### config.mk
export PLATFORM = sky130hd
export DESIGN_NAME = wb_sequencer_flat
export DESIGN_NICKNAME = d
export VERILOG_FILES = /design/src/rtl/wb_pkg.sv /design/src/rtl/wb_sequencer_if.sv /design/src/rtl/wb_timeout_counter.sv /design/src/rtl/wb_sequencer.sv /design/src/flat_wrapper.sv
export SDC_FILE = /design/constraint.sdc
export NUM_CORES = 1
export LEC_CHECK = 0
export CORE_AREA = 2 2 69 88
export DETAILED_ROUTE_END_ITERATION = 16
export DIE_AREA = 0 0 71 90
export GPL_ROUTABILITY_DRIVEN = 0
export HOLD_SLACK_MARGIN = 0.03
export MAX_ROUTING_LAYER = met4
export PLACE_DENSITY_LB_ADDON = 0.2
export SLEW_MARGIN = 20
export SYNTH_ARGS = -nofsm -noshare
export SYNTH_HDL_FRONTEND = slang
export SYNTH_SLANG_ARGS = --single-unit
### constraint.sdc
create_clock -name clk -period 2.25 [get_ports clk]
set_clock_uncertainty 0.05 [all_clocks]
set_input_delay 0.5625 -clock clk [delete_from_list [all_inputs] [get_ports clk]]
set_output_delay 0.5625 -clock clk [all_outputs]
set_load 0.01 [all_outputs]
### src/rtl/wb_pkg.sv
// Shared types and constants for the writeback sequencer.
package wb_pkg;

  typedef enum logic [1:0] {
    ST_IDLE = 2'd0,
    ST_REQ  = 2'd1,
    ST_WAIT = 2'd2,
    ST_WB   = 2'd3
  } wb_state_e;

  localparam logic       RESULT_ALU = 1'b0;
  localparam logic       RESULT_MEM = 1'b1;
  localparam logic [4:0] REG_ZERO   = 5'd0;

endpackage

### src/rtl/wb_sequencer_if.sv
// Decoder/ALU, data-memory read and register-file write signals of the writeback sequencer.
interface wb_sequencer_if #(
  parameter int XLEN = 32
);
  logic            InstrValid;
  logic            IsLoad;
  logic            RegWriteIn;
  logic [4:0]      RdIn;
  logic [XLEN-1:0] ALUResult;
  logic            MemRdReady;
  logic            MemRdValid;
  logic [XLEN-1:0] ReadData;
  logic            MemReq;
  logic            ResultSrc;
  logic [XLEN-1:0] Result;
  logic            RegWrite;
  logic [4:0]      Rd;
  logic            Stall;
  logic            LoadErr;

  modport master (
    output InstrValid, IsLoad, RegWriteIn, RdIn, ALUResult,
    output MemRdReady, MemRdValid, ReadData,
    input  MemReq, ResultSrc, Result, RegWrite, Rd, Stall, LoadErr
  );

  modport slave (
    input  InstrValid, IsLoad, RegWriteIn, RdIn, ALUResult,
    input  MemRdReady, MemRdValid, ReadData,
    output MemReq, ResultSrc, Result, RegWrite, Rd, Stall, LoadErr
  );
endinterface

### src/rtl/wb_timeout_counter.sv
// Cycle counter for an outstanding load; expired_o is high in the LIMIT-th counted cycle.
module wb_timeout_counter #(
  parameter int LIMIT = 255
) (
  input  logic clk,
  input  logic rst,
  input  logic clear_i,
  input  logic enable_i,
  output logic expired_o
);
  localparam int W = $clog2(LIMIT + 1);
  localparam logic [W-1:0] LAST = W'(LIMIT - 1);

  logic [W-1:0] cnt_q, cnt_d;

  // Next count: clear wins, saturate at the last counted cycle.
  always_comb begin
    cnt_d = cnt_q;
    if (clear_i) begin
      cnt_d = '0;
    end else if (enable_i && (cnt_q != LAST)) begin
      cnt_d = cnt_q + {{(W-1){1'b0}}, 1'b1};
    end else begin
      cnt_d = cnt_q;
    end
  end

  // Counter register.
  always_ff @(posedge clk) begin
    if (rst) begin
      cnt_q <= '0;
    end else begin
      cnt_q <= cnt_d;
    end
  end

  assign expired_o = enable_i && (cnt_q == LAST);
endmodule

### src/rtl/wb_sequencer.sv
// Writeback sequencer: shares the register-file write port between ALU results and loads.
// Optional load timeout enabled with `define WB_LOAD_TIMEOUT_EN.
module wb_sequencer
  import wb_pkg::*;
#(
  parameter int XLEN           = 32,
  parameter int TIMEOUT_CYCLES = 255
) (
  input  logic           clk,
  input  logic           rst,
  wb_sequencer_if.slave  bus
);
  if (TIMEOUT_CYCLES < 1) begin : g_param_check
    $error("wb_sequencer: TIMEOUT_CYCLES must be at least 1");
  end

  wb_state_e       state_q, state_d;
  logic [XLEN-1:0] load_data_q, load_data_d;
  logic [4:0]      rd_q, rd_d;
  logic            reg_write_q, reg_write_d;

  logic            start_load_s;
  logic            timeout_s;
  logic            load_err_s;

  logic            mem_req_s;
  logic            result_src_s;
  logic [XLEN-1:0] result_s;
  logic            reg_write_s;
  logic [4:0]      rd_s;
  logic            stall_s;

  assign start_load_s = (state_q == ST_IDLE) && bus.InstrValid && bus.IsLoad;

`ifdef WB_LOAD_TIMEOUT_EN
  logic in_flight_s;
  logic expired_s;
  logic load_err_q;

  assign in_flight_s = (state_q == ST_REQ) || (state_q == ST_WAIT);

  wb_timeout_counter #(
    .LIMIT (TIMEOUT_CYCLES)
  ) u_timeout (
    .clk       (clk),
    .rst       (rst),
    .clear_i   (start_load_s),
    .enable_i  (in_flight_s),
    .expired_o (expired_s)
  );

  // Data returning in the expiry cycle still completes the load.
  assign timeout_s = expired_s && !((state_q == ST_WAIT) && bus.MemRdValid);

  // One-cycle error pulse, shown in the IDLE cycle after an abort.
  always_ff @(posedge clk) begin
    if (rst) begin
      load_err_q <= 1'b0;
    end else begin
      load_err_q <= timeout_s;
    end
  end

  assign load_err_s = load_err_q;
`else
  assign timeout_s  = 1'b0;
  assign load_err_s = 1'b0;
`endif

  // State and load-context registers.
  always_ff @(posedge clk) begin
    if (rst) begin
      state_q     <= ST_IDLE;
      load_data_q <= '0;
      rd_q        <= REG_ZERO;
      reg_write_q <= 1'b0;
    end else begin
      state_q     <= state_d;
      load_data_q <= load_data_d;
      rd_q        <= rd_d;
      reg_write_q <= reg_write_d;
    end
  end

  // Next-state logic; MemRdValid is only accepted in WAIT.
  always_comb begin
    state_d     = state_q;
    load_data_d = load_data_q;
    rd_d        = rd_q;
    reg_write_d = reg_write_q;
    case (state_q)
      ST_IDLE: begin
        if (start_load_s) begin
          rd_d        = bus.RdIn;
          reg_write_d = bus.RegWriteIn;
          state_d     = bus.MemRdReady ? ST_WAIT : ST_REQ;
        end else begin
          state_d = ST_IDLE;
        end
      end
      ST_REQ: begin
        if (timeout_s) begin
          state_d = ST_IDLE;
        end else if (bus.MemRdReady) begin
          state_d = ST_WAIT;
        end else begin
          state_d = ST_REQ;
        end
      end
      ST_WAIT: begin
        if (bus.MemRdValid) begin
          load_data_d = bus.ReadData;
          state_d     = ST_WB;
        end else if (timeout_s) begin
          state_d = ST_IDLE;
        end else begin
          state_d = ST_WAIT;
        end
      end
      ST_WB: begin
        state_d = ST_IDLE;
      end
      default: begin
        state_d = ST_IDLE;
      end
    endcase
  end

  // Output decode; everything is forced low while reset is asserted.
  always_comb begin
    mem_req_s    = 1'b0;
    result_src_s = RESULT_ALU;
    result_s     = '0;
    reg_write_s  = 1'b0;
    rd_s         = REG_ZERO;
    stall_s      = 1'b0;
    if (rst) begin
      mem_req_s = 1'b0;
    end else begin
      case (state_q)
        ST_IDLE: begin
          if (bus.InstrValid && bus.IsLoad) begin
            mem_req_s = 1'b1;
            stall_s   = 1'b1;
            result_s  = bus.ALUResult;
          end else if (bus.InstrValid) begin
            result_s    = bus.ALUResult;
            rd_s        = bus.RdIn;
            reg_write_s = bus.RegWriteIn && (bus.RdIn != REG_ZERO);
          end else begin
            stall_s = 1'b0;
          end
        end
        ST_REQ: begin
          mem_req_s = 1'b1;
          stall_s   = 1'b1;
        end
        ST_WAIT: begin
          stall_s = 1'b1;
        end
        ST_WB: begin
          result_src_s = RESULT_MEM;
          result_s     = load_data_q;
          rd_s         = rd_q;
          reg_write_s  = reg_write_q && (rd_q != REG_ZERO);
        end
        default: begin
          stall_s = 1'b0;
        end
      endcase
    end
  end

  assign bus.MemReq    = mem_req_s;
  assign bus.ResultSrc = result_src_s;
  assign bus.Result    = result_s;
  assign bus.RegWrite  = reg_write_s;
  assign bus.Rd        = rd_s;
  assign bus.Stall     = stall_s;
  assign bus.LoadErr   = rst ? 1'b0 : load_err_s;
endmodule

### src/flat_wrapper.sv
// flat-port wrapper written by rule: the top's interface ports become plain ports
module wb_sequencer_flat import wb_pkg::*;
#(
  parameter int XLEN           = 32,
  parameter int TIMEOUT_CYCLES = 255
)
  (clk, rst, bus_InstrValid, bus_IsLoad, bus_RegWriteIn, bus_RdIn, bus_ALUResult, bus_MemRdReady, bus_MemRdValid, bus_ReadData, bus_MemReq, bus_ResultSrc, bus_Result, bus_RegWrite, bus_Rd, bus_Stall, bus_LoadErr);
  wb_sequencer_if #(.XLEN(XLEN)) bus_i ();
  input  logic clk;
  input  logic rst;
  input wire logic [$bits(bus_i.InstrValid)-1:0] bus_InstrValid;
  input wire logic [$bits(bus_i.IsLoad)-1:0] bus_IsLoad;
  input wire logic [$bits(bus_i.RegWriteIn)-1:0] bus_RegWriteIn;
  input wire logic [$bits(bus_i.RdIn)-1:0] bus_RdIn;
  input wire logic [$bits(bus_i.ALUResult)-1:0] bus_ALUResult;
  input wire logic [$bits(bus_i.MemRdReady)-1:0] bus_MemRdReady;
  input wire logic [$bits(bus_i.MemRdValid)-1:0] bus_MemRdValid;
  input wire logic [$bits(bus_i.ReadData)-1:0] bus_ReadData;
  output wire logic [$bits(bus_i.MemReq)-1:0] bus_MemReq;
  output wire logic [$bits(bus_i.ResultSrc)-1:0] bus_ResultSrc;
  output wire logic [$bits(bus_i.Result)-1:0] bus_Result;
  output wire logic [$bits(bus_i.RegWrite)-1:0] bus_RegWrite;
  output wire logic [$bits(bus_i.Rd)-1:0] bus_Rd;
  output wire logic [$bits(bus_i.Stall)-1:0] bus_Stall;
  output wire logic [$bits(bus_i.LoadErr)-1:0] bus_LoadErr;
  assign bus_i.InstrValid = bus_InstrValid;
  assign bus_i.IsLoad = bus_IsLoad;
  assign bus_i.RegWriteIn = bus_RegWriteIn;
  assign bus_i.RdIn = bus_RdIn;
  assign bus_i.ALUResult = bus_ALUResult;
  assign bus_i.MemRdReady = bus_MemRdReady;
  assign bus_i.MemRdValid = bus_MemRdValid;
  assign bus_i.ReadData = bus_ReadData;
  assign bus_MemReq = bus_i.MemReq;
  assign bus_ResultSrc = bus_i.ResultSrc;
  assign bus_Result = bus_i.Result;
  assign bus_RegWrite = bus_i.RegWrite;
  assign bus_Rd = bus_i.Rd;
  assign bus_Stall = bus_i.Stall;
  assign bus_LoadErr = bus_i.LoadErr;
  wb_sequencer #(.XLEN(XLEN), .TIMEOUT_CYCLES(TIMEOUT_CYCLES)) u_core (.clk(clk), .rst(rst), .bus(bus_i));
endmodule
==> results.txt <==
Status - finished with violations
Failing checks - setup timing
Die area - 0.00639 mm²
WHS Endpoint - u_core.reg_write_q
CP Max Fanout - 6
Row Count - 31
Area growth, synth to finish - 84.0%
Crit-path leading delay family - buffers and inverters
Global-route wire length before repair - 11500 µm
Count of input and output buffers - 116
Synth async-reset ratio - 0%
Critical Path End Type - primary output
Worst setup margin - -0.0999 ns
Top-area cell type share of the netlist area - 38.9%
Flops & latches, synth - 40
Initial drt markers - 143
Worst EP arrival - 1.74 ns
Synth Area in Adders - 3.04%
Buf/Inv on CP - 4
Clock Latency Late Sink - 0.29 ns
Top cells by area, synth - dfxtp_1, nand2_1, a22oi_1, a21oi_1, nor2_1
Delay of the slowest critical-path stage - 0.34 ns
Final Hold Viols - 0
Via Count - 2505
Post-DP HPWL - 4530 µm
Sequential cell area fraction in the yosys report - 38.9%
Die height - 90 µm
Critical R2R Launch - u_core.state_q[0]
Final core area utilization - 67.4%
Largest family of logic cells by synthesized area - simple AND/OR/NAND/NOR gates
Drt pass-1 iters - 5
Synth top cells by count - nand2_1, nor2_1, a21oi_1, dfxtp_1, a22oi_1
Worst-case clock buffer depth - 2
Synth Area in Compound Gates - 25.0%
Routed wire per std cell - 15.7 µm
Worst path slowest cell - dfxtp_2
DR DRC count - 0
Crit-path cells - inv_2 -> ha_4 -> or2_4 -> buf_16 -> buf_12 -> nor2_4 -> buf_6
Endpoints failing setup - 17
Starting density of the core - 36.6%
GR Overflow Total - 0
Fin nets - 501
Minimum clock period after layout - 2.35 ns
P per Cell Area - 443 mW/mm²
Tcrit/Tclk final - 104%
Reg2reg path depth - 7
Power Total - 1680 µW
Synth Area in XOR/XNOR - 0%
Simple-Gate Fraction of Synth Area - 25.5%
CP required - 1.64 ns
Synth warn - 0
Fmax - 426 MHz
Largest net degree at the start of global routing - 23
Vias per cell - 5.14
Library cells used by synthesis - 24
Final slew viol count - 0
Number of enable flip-flop cells after synthesis - 0
Leakage - 0.00147 µW
Hold Startpoint - u_core.reg_write_q
Worst hold path class - reg2reg
Mapped Nets - 369
Hold Path Stages - 2
Most frequent cell after synthesis - nand2_1
ANT nets after route - 0
Core ar. - 0.00562 mm²
Inserted Clock Buffers - 5
Share of post-route cells with drive strength above 1 - 34.9%
RSZ-0062 raised after global routing - true
Worst hold slack - 0.408 ns
Most used flip-flop cell after synthesis - dfxtp_1
Reg-to-reg endpoint - u_core.load_data_q[9]
Post-Syn Instances - 288
Final design area excluding fillers - 0.00379 mm²
Clock Sinks - 40
Dominant cell type by area after synthesis - dfxtp_1
VDD IR-drop max - 0.000269 V
# IOs - 118
CTS HTree Levels - 2
Die X - 71 µm
CTS Root Buffer Type - clkbuf_8
N_diodes - 0
Initial antenna violation count - 0
Post-synthesis mux area share - 0%
Synthesized cell area - 0.00206 mm²
CTS clock-pin slew for the worst setup and hold paths - 0.08 ns
R2R Setup Slk - 0.67 ns
Placed cell areas - 0.00339 mm²
CTS tree - done
WS Path Type - reg2out
Syn Area/Cell - 7.15 µm²
Max-cap check violation count - 0
Vias in the first global route - 2358
Startpoint types - register
Tot GR Track Use - 22.9%
WL final - 7660 µm
## cell families after synthesis
| logic type | after synthesis |
|---|---|
| AND/OR/NAND/NOR | 132 |
| adder cells (fa/ha/maj) | 5 |
| buffers and inverters | 29 |
| other | 1 |
| flip-flops | 40 |
| AO/OA/AOI/OAI | 81 |
## what timing repair did
item | 4_1_cts | 5_1_grt
setup endpoints to repair | 41 | 38
setup buffers | 3 | 2
pin swaps | 16 | 19
cloned | 7 | 0
hold buffers | 0 | 0
gates resized for setup | 193 | 74
## registers in the layout, indices dropped and copies added (netlist names)
register	count
u_core.load_data_q	32
u_core.rd_q	5
u_core.state_q	2
u_core.reg_write_q	1
## metrics by stage
stage / setup slack, ns / cells / TNS (ns)
6_report: -0.0999 / 487 / -0.482
5_1_grt: -0.153 / 487 / -2.20
4_1_cts: -0.115 / 487 / -0.862
3_5_place_dp: -0.600 / 469 / -20.59
3_3_place_gp: -0.594 / 469 / -20.26
2_1_floorplan: 0.205 / 288 / 0
## cells in the final DEF, fill, tap and decap left out, types with 2 or more instances in the layout
cell type / count
buf_8: 2
nor2_4: 13
clkdlybuf4s50_1: 68
buf_6: 14
nor2_1: 11
clkbuf_2: 4
buf_12: 5
clkbuf_8: 5
clkinv_2: 2
a21oi_1: 40
nor2_2: 19
nand2_1: 78
inv_2: 2
a22oi_1: 22
buf_4: 23
buf_16: 4
buf_2: 27
dfxtp_1: 38
dfxtp_2: 2
dlygate4sd2_1: 5
ha_1: 3
a22oi_2: 15
## cell type report
cell class              instances  area, µm²
well taps                      66       82.6
inverters                       2       7.51
repair buffers                152       1450
multi-input cells             219       1360
fillers                       484       1830
flip-flops and latches         40        803
clock buffers                   5       68.8
clock inverters                 3       18.8
## worst max-delay path by stage
stage,to,start,depth (start not counted),slack (ns)
floorplan,bus_Result[15],u_core.state_q[0],6,0.21
global placement,bus_RegWrite,bus_RdIn[2],5,-0.59
detailed placement,bus_RegWrite,bus_RdIn[2],5,-0.60
CTS,bus_Result[20],u_core.state_q[1],7,-0.12
global route,bus_Result[20],u_core.state_q[0],7,-0.15
finish,bus_Result[20],u_core.state_q[0],7,-0.1
## per-layer routing
| metal | vias to the layer above | global-route usage [%] | part of all wire (%) |
|---|---|---|---|
| li1 | 1238 | - | - |
| met1 | 1166 | 26.8 | 39 |
| met2 | 93 | 40.3 | 54 |
| met3 | 8 | 4.48 | 5.4 |
| met4 | 0 | 5.03 | 1.3 |
| met5 | - | - | 0 |
## tightest hold or removal path: stages, from the launching register on
cell,delay [ns]
dfxtp_1,0.31
nand2_1,0.05
a21oi_1,0.05
## power breakdown
group / total [µW] / switching, µW / internal [µW] / leakage [µW]
combinational: 476 / 202 / 274 / 0.00110
clock: 472 / 256 / 216 / 0.0000479
sequential: 731 / 9.44 / 721 / 0.000324
(Power assumes the default switching activity.)
